`src/rtl/sevenseg_capture.sv`:
```
// sevenseg_capture: recovers BCD digits from a scanned, active-low 4-digit seven-segment bus.
// Latency: a pin change first sampled at edge k drives capture effects at edge k+1+STABLE_CYCLES.
// Backpressure: none; the bus is sampled every cycle and each completed frame is strobed once.
module sevenseg_capture #(
  parameter int STABLE_CYCLES  = 16,
  parameter int TIMEOUT_CYCLES = 1048576
) (
  input  logic       clk,
  input  logic       rst_n,
  input  logic [7:0] cathode,
  input  logic [3:0] anode,
  output logic [3:0] ones,
  output logic [3:0] tens,
  output logic [3:0] hundreds,
  output logic [3:0] thousands,
  output logic       frame_valid,
  output logic       seg_err,
  output logic       signal_lost
);

  localparam int TW = $clog2(TIMEOUT_CYCLES + 1);

  localparam logic [7:0]    RUN_HIT  = 8'(STABLE_CYCLES);
  localparam logic [7:0]    RUN_MAX  = 8'hFF;
  localparam logic [7:0]    RUN_ONE  = 8'd1;
  localparam logic [TW-1:0] TMO_MAX  = TW'(TIMEOUT_CYCLES);
  localparam logic [TW-1:0] TMO_LAST = TW'(TIMEOUT_CYCLES - 1);
  localparam logic [TW-1:0] TMO_ONE  = TW'(1);

  // synchronizer and stability tracking
  logic [11:0]      r_sync1;
  logic [11:0]      r_sync2;
  logic [11:0]      r_prev;
  logic [7:0]       r_run;

  // frame assembly
  logic [3:0]       r_seen;
  logic [3:0][3:0]  r_shadow;

  // loss-of-signal tracking
  logic [TW-1:0]    r_tmo;

  logic             w_changed;
  logic [7:0]       w_run;
  logic             w_hit;
  logic             w_one_cold;
  logic [1:0]       w_idx;
  logic [6:0]       w_seg;
  logic             w_legal;
  logic [3:0]       w_digit;
  logic             w_capture;
  logic             w_cap_legal;
  logic             w_cap_illegal;
  logic [3:0]       w_seen_next;
  logic             w_frame_done;
  logic             w_tmo_expire;
  logic [3:0][3:0]  w_frame;

  // Two-flop synchronizer on the whole pin bus; the bus may come from another clock domain.
  always_ff @(posedge clk or negedge rst_n) begin
    if (!rst_n) begin
      r_sync1 <= '0;
      r_sync2 <= '0;
    end else begin
      r_sync1 <= {anode, cathode};
      r_sync2 <= r_sync1;
    end
  end

  // The run length seen this cycle: 1 on any change of the synchronized bus, else one more, capped.
  assign w_changed = (r_sync2 != r_prev);
  assign w_run     = w_changed ? RUN_ONE : ((r_run == RUN_MAX) ? RUN_MAX : (r_run + RUN_ONE));

  // Fire exactly once per stable period, on the cycle the run first reaches the threshold;
  // checking the previous run keeps a threshold of 255 from firing again while saturated.
  assign w_hit = (w_run == RUN_HIT) && (r_run != RUN_HIT);

  // Remember the previous sample and the run length for the next comparison.
  always_ff @(posedge clk or negedge rst_n) begin
    if (!rst_n) begin
      r_prev <= '0;
      r_run  <= '0;
    end else begin
      r_prev <= r_sync2;
      r_run  <= w_run;
    end
  end

  // Only a single low anode names a digit; blank scans and ghosting overlaps are ignored.
  always_comb begin
    w_one_cold = 1'b1;
    w_idx      = 2'd0;
    case (r_sync2[11:8])
      4'b1110: w_idx = 2'd0;
      4'b1101: w_idx = 2'd1;
      4'b1011: w_idx = 2'd2;
      4'b0111: w_idx = 2'd3;
      default: w_one_cold = 1'b0;
    endcase
  end

  // Segment pattern (lit = 1, gfedcba) back to BCD; all-off decodes as the blank digit F.
  assign w_seg = ~r_sync2[6:0];

  // Map each legal glyph to its digit and flag anything else.
  always_comb begin
    w_legal = 1'b1;
    w_digit = 4'hF;
    case (w_seg)
      7'h3F:   w_digit = 4'd0;
      7'h06:   w_digit = 4'd1;
      7'h5B:   w_digit = 4'd2;
      7'h4F:   w_digit = 4'd3;
      7'h66:   w_digit = 4'd4;
      7'h6D:   w_digit = 4'd5;
      7'h7D:   w_digit = 4'd6;
      7'h07:   w_digit = 4'd7;
      7'h7F:   w_digit = 4'd8;
      7'h6F:   w_digit = 4'd9;
      7'h00:   w_digit = 4'hF;
      default: w_legal = 1'b0;
    endcase
  end

  assign w_capture     = w_hit && w_one_cold;
  assign w_cap_legal   = w_capture && w_legal;
  assign w_cap_illegal = w_capture && !w_legal;
  assign w_seen_next   = r_seen | (4'b0001 << w_idx);
  assign w_frame_done  = w_cap_legal && (w_seen_next == 4'hF);

  // Timeout fires on the edge the idle count reaches its limit; a capture on that edge wins.
  assign w_tmo_expire  = !w_capture && (r_tmo == TMO_LAST);

  // The frame to publish: the shadows with the digit being captured this cycle merged in.
  always_comb begin
    w_frame        = r_shadow;
    w_frame[w_idx] = w_digit;
  end

  // Shadow digits and the set of positions captured since the last frame.
  always_ff @(posedge clk or negedge rst_n) begin
    if (!rst_n) begin
      r_seen   <= '0;
      r_shadow <= '0;
    end else if (w_cap_legal) begin
      r_shadow[w_idx] <= w_digit;
      r_seen          <= w_frame_done ? 4'h0 : w_seen_next;
    end else if (w_tmo_expire) begin
      r_seen <= '0;
    end
  end

  // Publish a complete frame and emit the one-cycle status pulses.
  always_ff @(posedge clk or negedge rst_n) begin
    if (!rst_n) begin
      ones        <= '0;
      tens        <= '0;
      hundreds    <= '0;
      thousands   <= '0;
      frame_valid <= 1'b0;
      seg_err     <= 1'b0;
    end else begin
      frame_valid <= w_frame_done;
      seg_err     <= w_cap_illegal;
      if (w_frame_done) begin
        ones      <= w_frame[0];
        tens      <= w_frame[1];
        hundreds  <= w_frame[2];
        thousands <= w_frame[3];
      end
    end
  end

  // Count idle cycles since the last capture of any kind, holding at the limit.
  always_ff @(posedge clk or negedge rst_n) begin
    if (!rst_n) begin
      r_tmo <= '0;
    end else if (w_capture) begin
      r_tmo <= '0;
    end else if (r_tmo != TMO_MAX) begin
      r_tmo <= r_tmo + TMO_ONE;
    end
  end

  // Loss of signal: raised by reset or timeout, dropped only by a legal capture.
  always_ff @(posedge clk or negedge rst_n) begin
    if (!rst_n) begin
      signal_lost <= 1'b1;
    end else if (w_cap_legal) begin
      signal_lost <= 1'b0;
    end else if (w_tmo_expire) begin
      signal_lost <= 1'b1;
    end
  end

endmodule

```
`config.mk`:
```
export PLATFORM = sky130hd
export DESIGN_NAME = sevenseg_capture
export DESIGN_NICKNAME = d
export VERILOG_FILES = /design/src/rtl/sevenseg_capture.sv
export SDC_FILE = /design/constraint.sdc
export NUM_CORES = 1
export LEC_CHECK = 0
export ABC_AREA = 1
export CAP_MARGIN = 15
export CORE_MARGIN = 10
export CORE_UTILIZATION = 55
export DETAILED_ROUTE_END_ITERATION = 10
export PLACE_DENSITY_LB_ADDON = 0.08
export SYNTH_ARGS = -nofsm -noshare
export SYNTH_HDL_FRONTEND = slang
export SYNTH_SLANG_ARGS = --single-unit
```
`constraint.sdc`:
```
create_clock -name clk -period 2.2 [get_ports clk]
set_input_delay 0.22 -clock clk [delete_from_list [all_inputs] [get_ports clk]]
set_output_delay 0.22 -clock clk [all_outputs]
set_load 0.01 [all_outputs]
```
==> results of run 1 <==
registers in the layout (all words and copies together), names as in the netlist, 4 cells and up:
register	count
r_sync1	12
r_sync2	12
thousands	4
r_shadow	16
r_seen	4
r_tmo	21
hundreds	4
ones	4
r_run	8
r_prev	12
tens	4
power by group through the flow:
| stage | clock, mW | combinational, mW | sequential (mW) |
|---|---|---|---|
| finish | 1.28 | 0.221 | 1.97 |
| detailed placement | 0 | 0.206 | 2.01 |
| global route | 1.41 | 0.252 | 1.98 |
| floorplan | 0 | 0.104 | 2.00 |
| CTS | 1.32 | 0.210 | 1.97 |
| global placement | 0 | 0.202 | 2.01 |
kinds of logic (layout without fill, tap and decap cells):
family	count (synthesis)	count (layout)	share of synthesized area, %
xor gates and xnor gates	9	9	1.54
and+or+nand+nor	386	388	34.5
buffers and inverters	104	173	8.63
DFF	104	104	50.7
adders and majority gates	4	4	0.975
AOI/OAI and AO/OA	32	32	3.66
per-layer routing:
metal,vias to the layer above,GRT usage (%)
met5,-,0
met4,0,4.70
met3,13,4.16
met2,73,26.4
met1,2006,23.2
li1,2129,-
worst max-delay path, delay by kind of cell (launching register included):
kind | cells | cell delay, ns
DFF | 1 | 0.37
adders and majority gates | 1 | 0.21
and+or+nand+nor | 9 | 1.10
buffers and inverters | 3 | 0.35
final timing paths:
check,to,slack (ns),from
worst max-delay path,ones[2],0.07,r_run[0]
worst min-delay path,r_sync1[8],0.28,anode[0]
worst max register to register,ones[2],0.07,r_run[0]
worst min register to register,r_sync2[4],0.36,r_sync1[4]
max in group asynchronous,signal_lost,1.28,rst_n
min in group asynchronous,r_run[0],0.32,rst_n
placed cells by master, fill, tap and decap left out, types with 5 or more instances in the layout:
| master | synthesis | routed |
|---|---|---|
| nand2_1 | 219 | 207 |
| dfrtp_1 | 103 | 96 |
| inv_1 | 76 | 74 |
| nor2_1 | 53 | 45 |
| nand3_1 | 36 | 34 |
| clkdlybuf4s50_1 | 0 | 31 |
| nand4_1 | 23 | 23 |
| buf_4 | 1 | 22 |
| nand2_2 | 10 | 21 |
| inv_2 | 16 | 17 |
| nor3_1 | 15 | 15 |
| nor2_4 | 7 | 11 |
| o21ai_0 | 12 | 11 |
| nor2_2 | 5 | 10 |
| a21oi_1 | 9 | 9 |
| clkbuf_8 | 0 | 9 |
| xor2_1 | 8 | 8 |
| dfrtp_2 | 0 | 7 |
| nor4_1 | 6 | 6 |
| buf_12 | 0 | 6 |
| o21ai_2 | 3 | 5 |
per-stage QoR:
step           power [mW]  hold slack (ns)  setup WS (ns)
3_3_place_gp         2.21            0.191        -0.0443
4_1_cts              3.50            0.259       -0.00843
3_5_place_dp         2.21            0.196         -0.101
5_1_grt              3.64            0.243        -0.0628
6_report             3.47            0.278         0.0732
2_1_floorplan        2.11          -0.0756          0.234
final cells by class:
class	count	area [um2]
fill	759	2900
tap	111	139
multi-input combinational	433	2240
clock inverter	7	97.6
timing repair buffer	64	678
inverter	93	355
sequential	104	2610
clock buffer	9	124
repair_timing:
action / 4_1_cts / 5_1_grt
buffers inserted: 1 / 9
pin swaps: 3 / 13
hold buffers: 1 / 0
endpoints found under the setup margin: 33 / 44
gates cloned: 1 / 3
hold endpoints to repair: 31 / 0
gates resized for setup: 2 / 47
==> flow_summary.yaml, run 1 <==
critical_path:
  reg2regPathDepth: 13
  critPathKind: "flop to flop"
  cp_data_arrival_time_ns: 2.41
  critPathSlowestCell: "dfrtp_1"
  max_stage_delay_ns: 0.37
  required_ns: 2.48
  crit_fanout: 10
  crit_chain: "ha_2 -> nand2_2 -> inv_4 -> nand3b_4 -> nand3_4 -> inv_2 -> nor3_2 -> nand2_2 -> nor2_8 -> nand4_4 -> clkbuf_16 -> nand2_1 -> nand2_1"
  cp-end-kind: "flop"
  start_kind: "flop"
die:
  dieArea_um2: 13600
  rows: 35
  initial_core_util_pct: 56.1
  boundaryPins: 33
  die_y_um: 117
  core_area_um2: 9150
  die_w_um: 117
clock_network:
  clockBufferDepth: 2
  cts_buffers: 9
  clkTransAtPathRegs_ns: 0.11
  cts_tree: "done"
  clk_latency_ns: 0.38
  cts-root-buf: "clkbuf_8"
  htree_levels: 3
  cts.sinks: 104
detailed_routing:
  first_iter_violations: 301
  wl_per_cell_um: 13.8
  wl_met3_um: 447
  ant_nets: 0
  dr.pass1.iters: 4
  drc: 0
  via_per_inst: 5.14
  wl_um: 11300
  wl_met2_um: 5350
  topRoutingLayerUsed: "met4"
  vias: 4221
  met1_length_um: 5370
placed_design:
  hpwl_um: 7560
  place_inst: 790
  port_buffers: 32
  dpl_cell_area_um2: 5680
  place.gp.congestion: 0.924
synthesis:
  synth.top_cells.by_count: "nand2_1, dfrtp_1, inv_1"
  yosysMostFrequentCell: "nand2_1"
  postSynthNetCount: 657
  synth-main-ff-cell: "dfrtp_1"
  yosysTopAreaCell: "dfrtp_1"
  synth_edf_count: 0
  yosys-top-cells-area: "dfrtp_1, nand2_1, inv_1"
  ys_seq_area_share_pct: 50.7
  syn_inst: 639
  syn_avg_cell_area_um2: 8.04
  ys.warnings.count: 0
  synth_top_area_share_pct: 50.2
  synth.distinct_cells: 39
  synth_area_um2: 5130
  async_flop_share_pct: 100
  ys_ff_latch: 104
power_and_ir_drop:
  combPwrFrac_pct: 6.4
  switchingPower_uw: 887
  ir_drop_uv: 502
  p_sw_share_pct: 25.5
  clock_power_share_pct: 36.8
  leakagePower_nw: 3.29
  p_seq_share_pct: 56.8
  pwr_density_cell_nw_per_um2: 555
  p_int_mw: 2.58
finish:
  post_route_cells_drive_above_1_share_pct: 19.6
  fin_area_um2: 6250
  fin_cells: 821
  n_antenna_cell: 0
  utilization_pct: 68.3
  nets: 723
  area_delta_synth_final_pct: 21.7
timing:
  max_freq_ghz: 0.470
  worst_pin_slew_ns: 0.444
  fin_setup_tns_ns: 0
  fin_crit_sh_pct: 96.7
  final-max-slew-violation-count: 0
  hold_violations: 0
  setup_violations: 0
  slew-limit-headroom_pct: 70.4
  rsz0062_at_grt: "yes"
  skew_ns: 0.0147
  finalWorstPathRequiredPeriod_ns: 2.13
grt:
  antenna_found_initial: 0
  grt-ovfl-total: 0
  grt_pass1_wl_um: 18500
  grt_pass1_vias: 3982
  grt_max_degree: 38
  grt_use_total_pct: 17.0
min_path:
  hold_path_class: "input port to flop"
  hold_depth: 1
flow_run:
  drv_cap: 0
run_status:
  status: "complete, no violations"
No activity file was read; power rests on OpenSTA's default activity.
==> run 2, diff against run 1 <==
--- a/config.mk
+++ b/config.mk
@@ -8,9 +8,10 @@
 export ABC_AREA = 1
 export CAP_MARGIN = 15
 export CORE_MARGIN = 10
-export CORE_UTILIZATION = 55
+export CORE_UTILIZATION = 53
 export DETAILED_ROUTE_END_ITERATION = 10
 export PLACE_DENSITY_LB_ADDON = 0.08
+export RECOVER_POWER = 100
 export SYNTH_ARGS = -nofsm -noshare
 export SYNTH_HDL_FRONTEND = slang
 export SYNTH_SLANG_ARGS = --single-unit
==> constraint.sdc (replaced) <==
create_clock -name clk -period 1.7 [get_ports clk]
set_input_delay 0.17 -clock clk [delete_from_list [all_inputs] [get_ports clk]]
set_output_delay 0.17 -clock clk [all_outputs]
set_load 0.01 [all_outputs]
==> run 2 against run 1 <==
Against the previous run:
- the flow now finishes with violations (negative setup slack)
- sequential cell count did not move
- global-route usage rose by 0.54 points
- hold slack improved by 0.058 ns
- core utilization rose by 3.1 points
- count of clock-buffer cells in the layout did not move
- register-to-register slack got worse by 0.48 ns
- sequential power rose by 29%
- wire length rose by 5.3%
- power rose by 30%
- clock power rose by 28%
- sequential share of layout area fell by 2.6 points
- critical endpoint is now thousands[1]
==> flow_summary.yaml, run 2 (synthesized netlist as in run 1, its figures left out) <==
timing:
  final-max-slew-violation-count: 0
  hold_violations: 0
  max_freq_ghz: 0.475
  fin_setup_tns_ns: -18.75
  skew_ns: 0.0104
  whs_ns: 0.336
  rsz0062_at_grt: "yes"
  slew-limit-headroom_pct: 38.7
  setup_violations: 60
  finalWorstPathRequiredPeriod_ns: 2.11
  worst_pin_slew_ns: 0.920
  setup_slack_ns: -0.406
  fin_crit_sh_pct: 124
run_status:
  status: "finished with violations"
  violations: "negative setup slack"
detailed_routing:
  wl_per_cell_um: 13.4
  dr.pass1.iters: 4
  wl_um: 11900
  drc: 0
  via_per_inst: 5.02
  vias: 4465
  ant_nets: 0
  first_iter_violations: 316
power_and_ir_drop:
  p_total_mw: 4.52
  switchingPower_mw: 1.16
  p_int_mw: 3.36
  clock_power_share_pct: 36.3
  p_sw_share_pct: 25.6
  ir_drop_uv: 662
  pwr_density_cell_nw_per_um2: 679
  leakagePower_nw: 3.52
  p_seq_share_pct: 56.4
  combPwrFrac_pct: 7.3
placed_design:
  hpwl_um: 8160
  port_buffers: 32
  place.gp.congestion: 0.884
  preCtsSetupSlack_ns: -0.524
clock_network:
  cts.sinks: 104
  cts_tree: "done"
  cts-root-buf: "clkbuf_8"
  clockBufferDepth: 2
  htree_levels: 3
  clkTransAtPathRegs_ns: 0.11
  cts_buffers: 9
  clk_latency_ns: 0.38
finish:
  post_route_cells_drive_above_1_share_pct: 26.4
  layout_commonest_cell: "nand2_1"
  utilization_pct: 71.4
  nets: 773
  final_cell_mix: "nand2_1, dfrtp_1, inv_1, buf_4, nor2_1"
  n_antenna_cell: 0
  largest_registers: "r_tmo (21), r_shadow (16)"
  largest_register: "r_tmo"
  largest_register_ffs: 21
  area_delta_synth_final_pct: 29.6
critical_path:
  critPathKind: "flop to flop"
  max_stage_delay_ns: 0.44
  critPathSlowestCell: "dfrtp_1"
  crit_chain: "ha_2 -> nand2_2 -> inv_4 -> nand3b_4 -> nand3_1 -> nor3_2 -> nand2_2 -> nor2_8 -> nand4_4 -> buf_12 -> nand2_1 -> nand2_1"
  worst_path_dominant_cell_family: "simple AND/OR/NAND/NOR gates"
  cp-end-kind: "flop"
  crit_fanout: 20
  start_kind: "flop"
  worst-path-buf-inv: 2
  required_ns: 1.97
  cp_data_arrival_time_ns: 2.38
die:
  dieArea_um2: 14000
  core_area_um2: 9330
  die_y_um: 118
  boundaryPins: 33
  die_w_um: 118
  initial_core_util_pct: 55.1
  rows: 35
grt:
  grt_pass1_wl_um: 20700
  grt_max_degree: 105
  grt_pass1_vias: 4550
  antenna_found_initial: 0
  grt-ovfl-total: 0
  grt_use_total_pct: 17.5
min_path:
  hold_path_class: "input port to flop"
flow_run:
  drv_cap: 0
-- run 2: final cells by class --
class | instances | area, um2
inverters | 93 | 357
clock inverters | 7 | 83.8
multi-input cells | 431 | 2280
fillers | 748 | 2670
flip-flops and latches | 104 | 2610
repair buffers | 116 | 1040
well taps | 129 | 161
clock buffers | 9 | 124
-- run 2: final timing paths --
check                             from      endpoint  slack, ns  cells past startpoint
min in group asynchronous        rst_n      r_run[6]       0.55                      3
max reg2reg                   r_run[0]  thousands[1]      -0.41                     12
min reg2reg                r_sync1[10]   r_sync2[10]       0.35                      0
min                           anode[0]    r_sync1[8]       0.34                      1
max in group asynchronous        rst_n      r_run[2]       0.48                      3
max                           r_run[0]  thousands[1]      -0.41                     12
-- run 2: timing repair --
action                                  CTS  global route
gates cloned                              1             0
resized for setup                        30            33
hold buffers                              1             0
pin swaps                                 7            12
endpoints found under the hold margin   103             0
setup buffers                             8             5
endpoints found under the setup margin   60            62
-- run 2: layer usage --
layer | routed length [um] | track usage (%)
met1 | 5190 | 20.6
met2 | 6130 | 30.9
met3 | 417 | 3.81
met4 | 160 | 5.80
met5 | 0 | 0
-- run 2: per-stage QoR --
| step | instance area [um2] | instances |
|---|---|---|
| finish | 6660 | 889 |
| global route | 6660 | 889 |
| CTS | 6560 | 887 |
| detailed placement | 6160 | 861 |
| global placement | 6160 | 861 |
| floorplan | 5180 | 639 |
-- run 2: power by group through the flow --
stage	clock network (mW)	registers (mW)	logic, mW
2_1_floorplan	0	2.59	0.135
3_3_place_gp	0	2.59	0.301
3_5_place_dp	0	2.60	0.308
4_1_cts	1.69	2.55	0.324
5_1_grt	1.78	2.55	0.373
6_report	1.64	2.55	0.332
==> run 3, diff against run 2 <==
--- a/config.mk
+++ b/config.mk
@@ -8,8 +8,9 @@
 export ABC_AREA = 1
 export CAP_MARGIN = 15
 export CORE_MARGIN = 10
-export CORE_UTILIZATION = 53
+export CORE_UTILIZATION = 50
 export DETAILED_ROUTE_END_ITERATION = 10
+export DONT_BUFFER_PORTS = 1
 export PLACE_DENSITY_LB_ADDON = 0.08
 export RECOVER_POWER = 100
 export SYNTH_ARGS = -nofsm -noshare
==> run 3 against run 2 <==
Against the previous run:
- the run ends with negative hold slack, negative setup slack left
- cell area is 3.7% higher
- power is 0.54% higher
- first-iteration DRC count is 14% lower
- largest cell class unchanged
- largest power group unchanged
- highest routed layer unchanged
==> flow_summary.yaml, run 3 (synthesized netlist as in run 1, its figures left out) <==
clock_network:
  cts-root-buf: "clkbuf_8"
  clk_latency_ns: 0.40
  clockBufferDepth: 2
  clkTransAtPathRegs_ns: 0.12
  ctsHoldBuffers: 12
  cts_buffers: 9
  htree_levels: 3
  cts_tree: "done"
  cts.sinks: 104
die:
  rows: 36
  die_w_um: 121
  die_y_um: 121
  initial_core_util_pct: 51.8
  core_area_um2: 9910
  boundaryPins: 33
  dieArea_um2: 14700
detailed_routing:
  wl_per_cell_um: 14.2
  drc: 0
  wl_um: 12700
  vias: 4392
  dr.pass1.iters: 4
  first_iter_violations: 271
  via_per_inst: 4.93
  ant_nets: 0
timing:
  final-max-slew-violation-count: 0
  worst_pin_slew_ns: 0.407
  fin_crit_sh_pct: 123
  rsz0062_at_grt: "yes"
  finalWorstPathRequiredPeriod_ns: 2.09
  setup_slack_ns: -0.386
  hold_violations: 104
  slew-limit-headroom_pct: 72.6
  setup_violations: 60
  whs_ns: -0.548
  skew_ns: 0.0199
  max_freq_ghz: 0.479
grt:
  grt_pass1_wl_um: 21200
  grt_max_degree: 105
  grt_pass1_vias: 4522
  grt-ovfl-total: 0
  grt_use_total_pct: 17.6
  antenna_found_initial: 0
critical_path:
  cp-end-kind: "flop"
  required_ns: 1.99
  critPathSlowestCell: "dfrtp_1"
  critPathKind: "flop to flop"
  cp_data_arrival_time_ns: 2.37
  crit_fanout: 5
  crit_chain: "inv_2 -> nand2_1 -> nand2_1 -> nand2_1 -> nor2_2 -> nand3_2 -> nor2_2 -> nand2_2 -> nor2_8 -> nand4_4 -> clkbuf_16 -> nand2_2 -> nand2_2"
  max_stage_delay_ns: 0.46
  worst_path_dominant_cell_family: "simple AND/OR/NAND/NOR gates"
  worst-path-buf-inv: 2
  start_kind: "flop"
power_and_ir_drop:
  pwr_density_cell_nw_per_um2: 658
  leakagePower_nw: 3.69
  p_total_mw: 4.54
  ir_drop_uv: 912
run_status:
  status: "finished with violations"
  violations: "negative hold slack, negative setup slack"
finish:
  post_route_cells_drive_above_1_share_pct: 35.4
  n_antenna_cell: 0
  largest_register: "r_tmo"
  area_delta_synth_final_pct: 34.4
  utilization_pct: 69.7
  nets: 771
  largest_registers: "r_tmo (21), r_shadow (16)"
  largest_register_ffs: 21
  final_cell_mix: "nand2_1, dfrtp_1, buf_4, inv_1, nand2_2"
  layout_commonest_cell: "nand2_1"
placed_design:
  preCtsSetupSlack_ns: -0.389
  hpwl_um: 8040
  port_buffers: 0
  place.gp.congestion: 0.947
min_path:
  hold_path_class: "input port to async pin"
flow_run:
  drv_cap: 0
[run 3: final timing paths]
| kind | start | end | slack, ns | cells past startpoint |
|---|---|---|---|---|
| min reg2reg | r_sync1[0] | r_sync2[0] | 0.35 | 0 |
| max reg2reg | r_sync2[9] | ones[1] | -0.39 | 13 |
| min | rst_n | r_sync2[8] | -0.55 | 0 |
| min in group clk | cathode[7] | r_sync1[7] | 0.32 | 1 |
| max in group asynchronous | rst_n | signal_lost | 2.04 | 0 |
| max | r_sync2[9] | ones[1] | -0.39 | 13 |
[run 3: timing repair]
action	4_1_cts	5_1_grt
setup endpoints to repair	60	61
endpoints found under the hold margin	116	104
pin swaps	15	32
gates resized for setup	42	84
gates cloned	3	3
buffers inserted	24	9
[run 3: metal layers]
layer	wire, um	part of all wire (%)	track usage [%]
met4	166	1.3	5.66
met2	6560	52	29.5
met3	553	4.4	4.70
met5	0	0	0
met1	5410	43	21.6
[run 3: per-stage QoR]
| step | TNS [ns] | hold WS [ns] | instances | cell area (um2) |
|---|---|---|---|---|
| 6_report | -19.99 | -0.548 | 891 | 6900 |
| 5_1_grt | -26.93 | -0.581 | 891 | 6900 |
| 4_1_cts | -17.32 | -0.571 | 884 | 6550 |
| 3_5_place_dp | -17.03 | -0.121 | 829 | 5820 |
| 3_3_place_gp | -13.39 | -0.120 | 829 | 5820 |
| 2_1_floorplan | -6.71 | -0.126 | 639 | 5180 |
[run 3: report_power, final]
| group | internal (mW) | leakage (nW) | switching [mW] |
|---|---|---|---|
| sequential | 2.52 | 1.34 | 0.0325 |
| clock | 0.726 | 0.111 | 0.965 |
| combinational | 0.137 | 2.24 | 0.166 |
[run 3: final cells by class]
cell class	instances	area, um2
Tap cell	133	166
Timing Repair Buffer	113	1060
Inverter	93	357
Multi-Input combinational cell	432	2490
Fill cell	770	3010
Clock inverter	7	100
Sequential cell	104	2610
Clock buffer	9	124
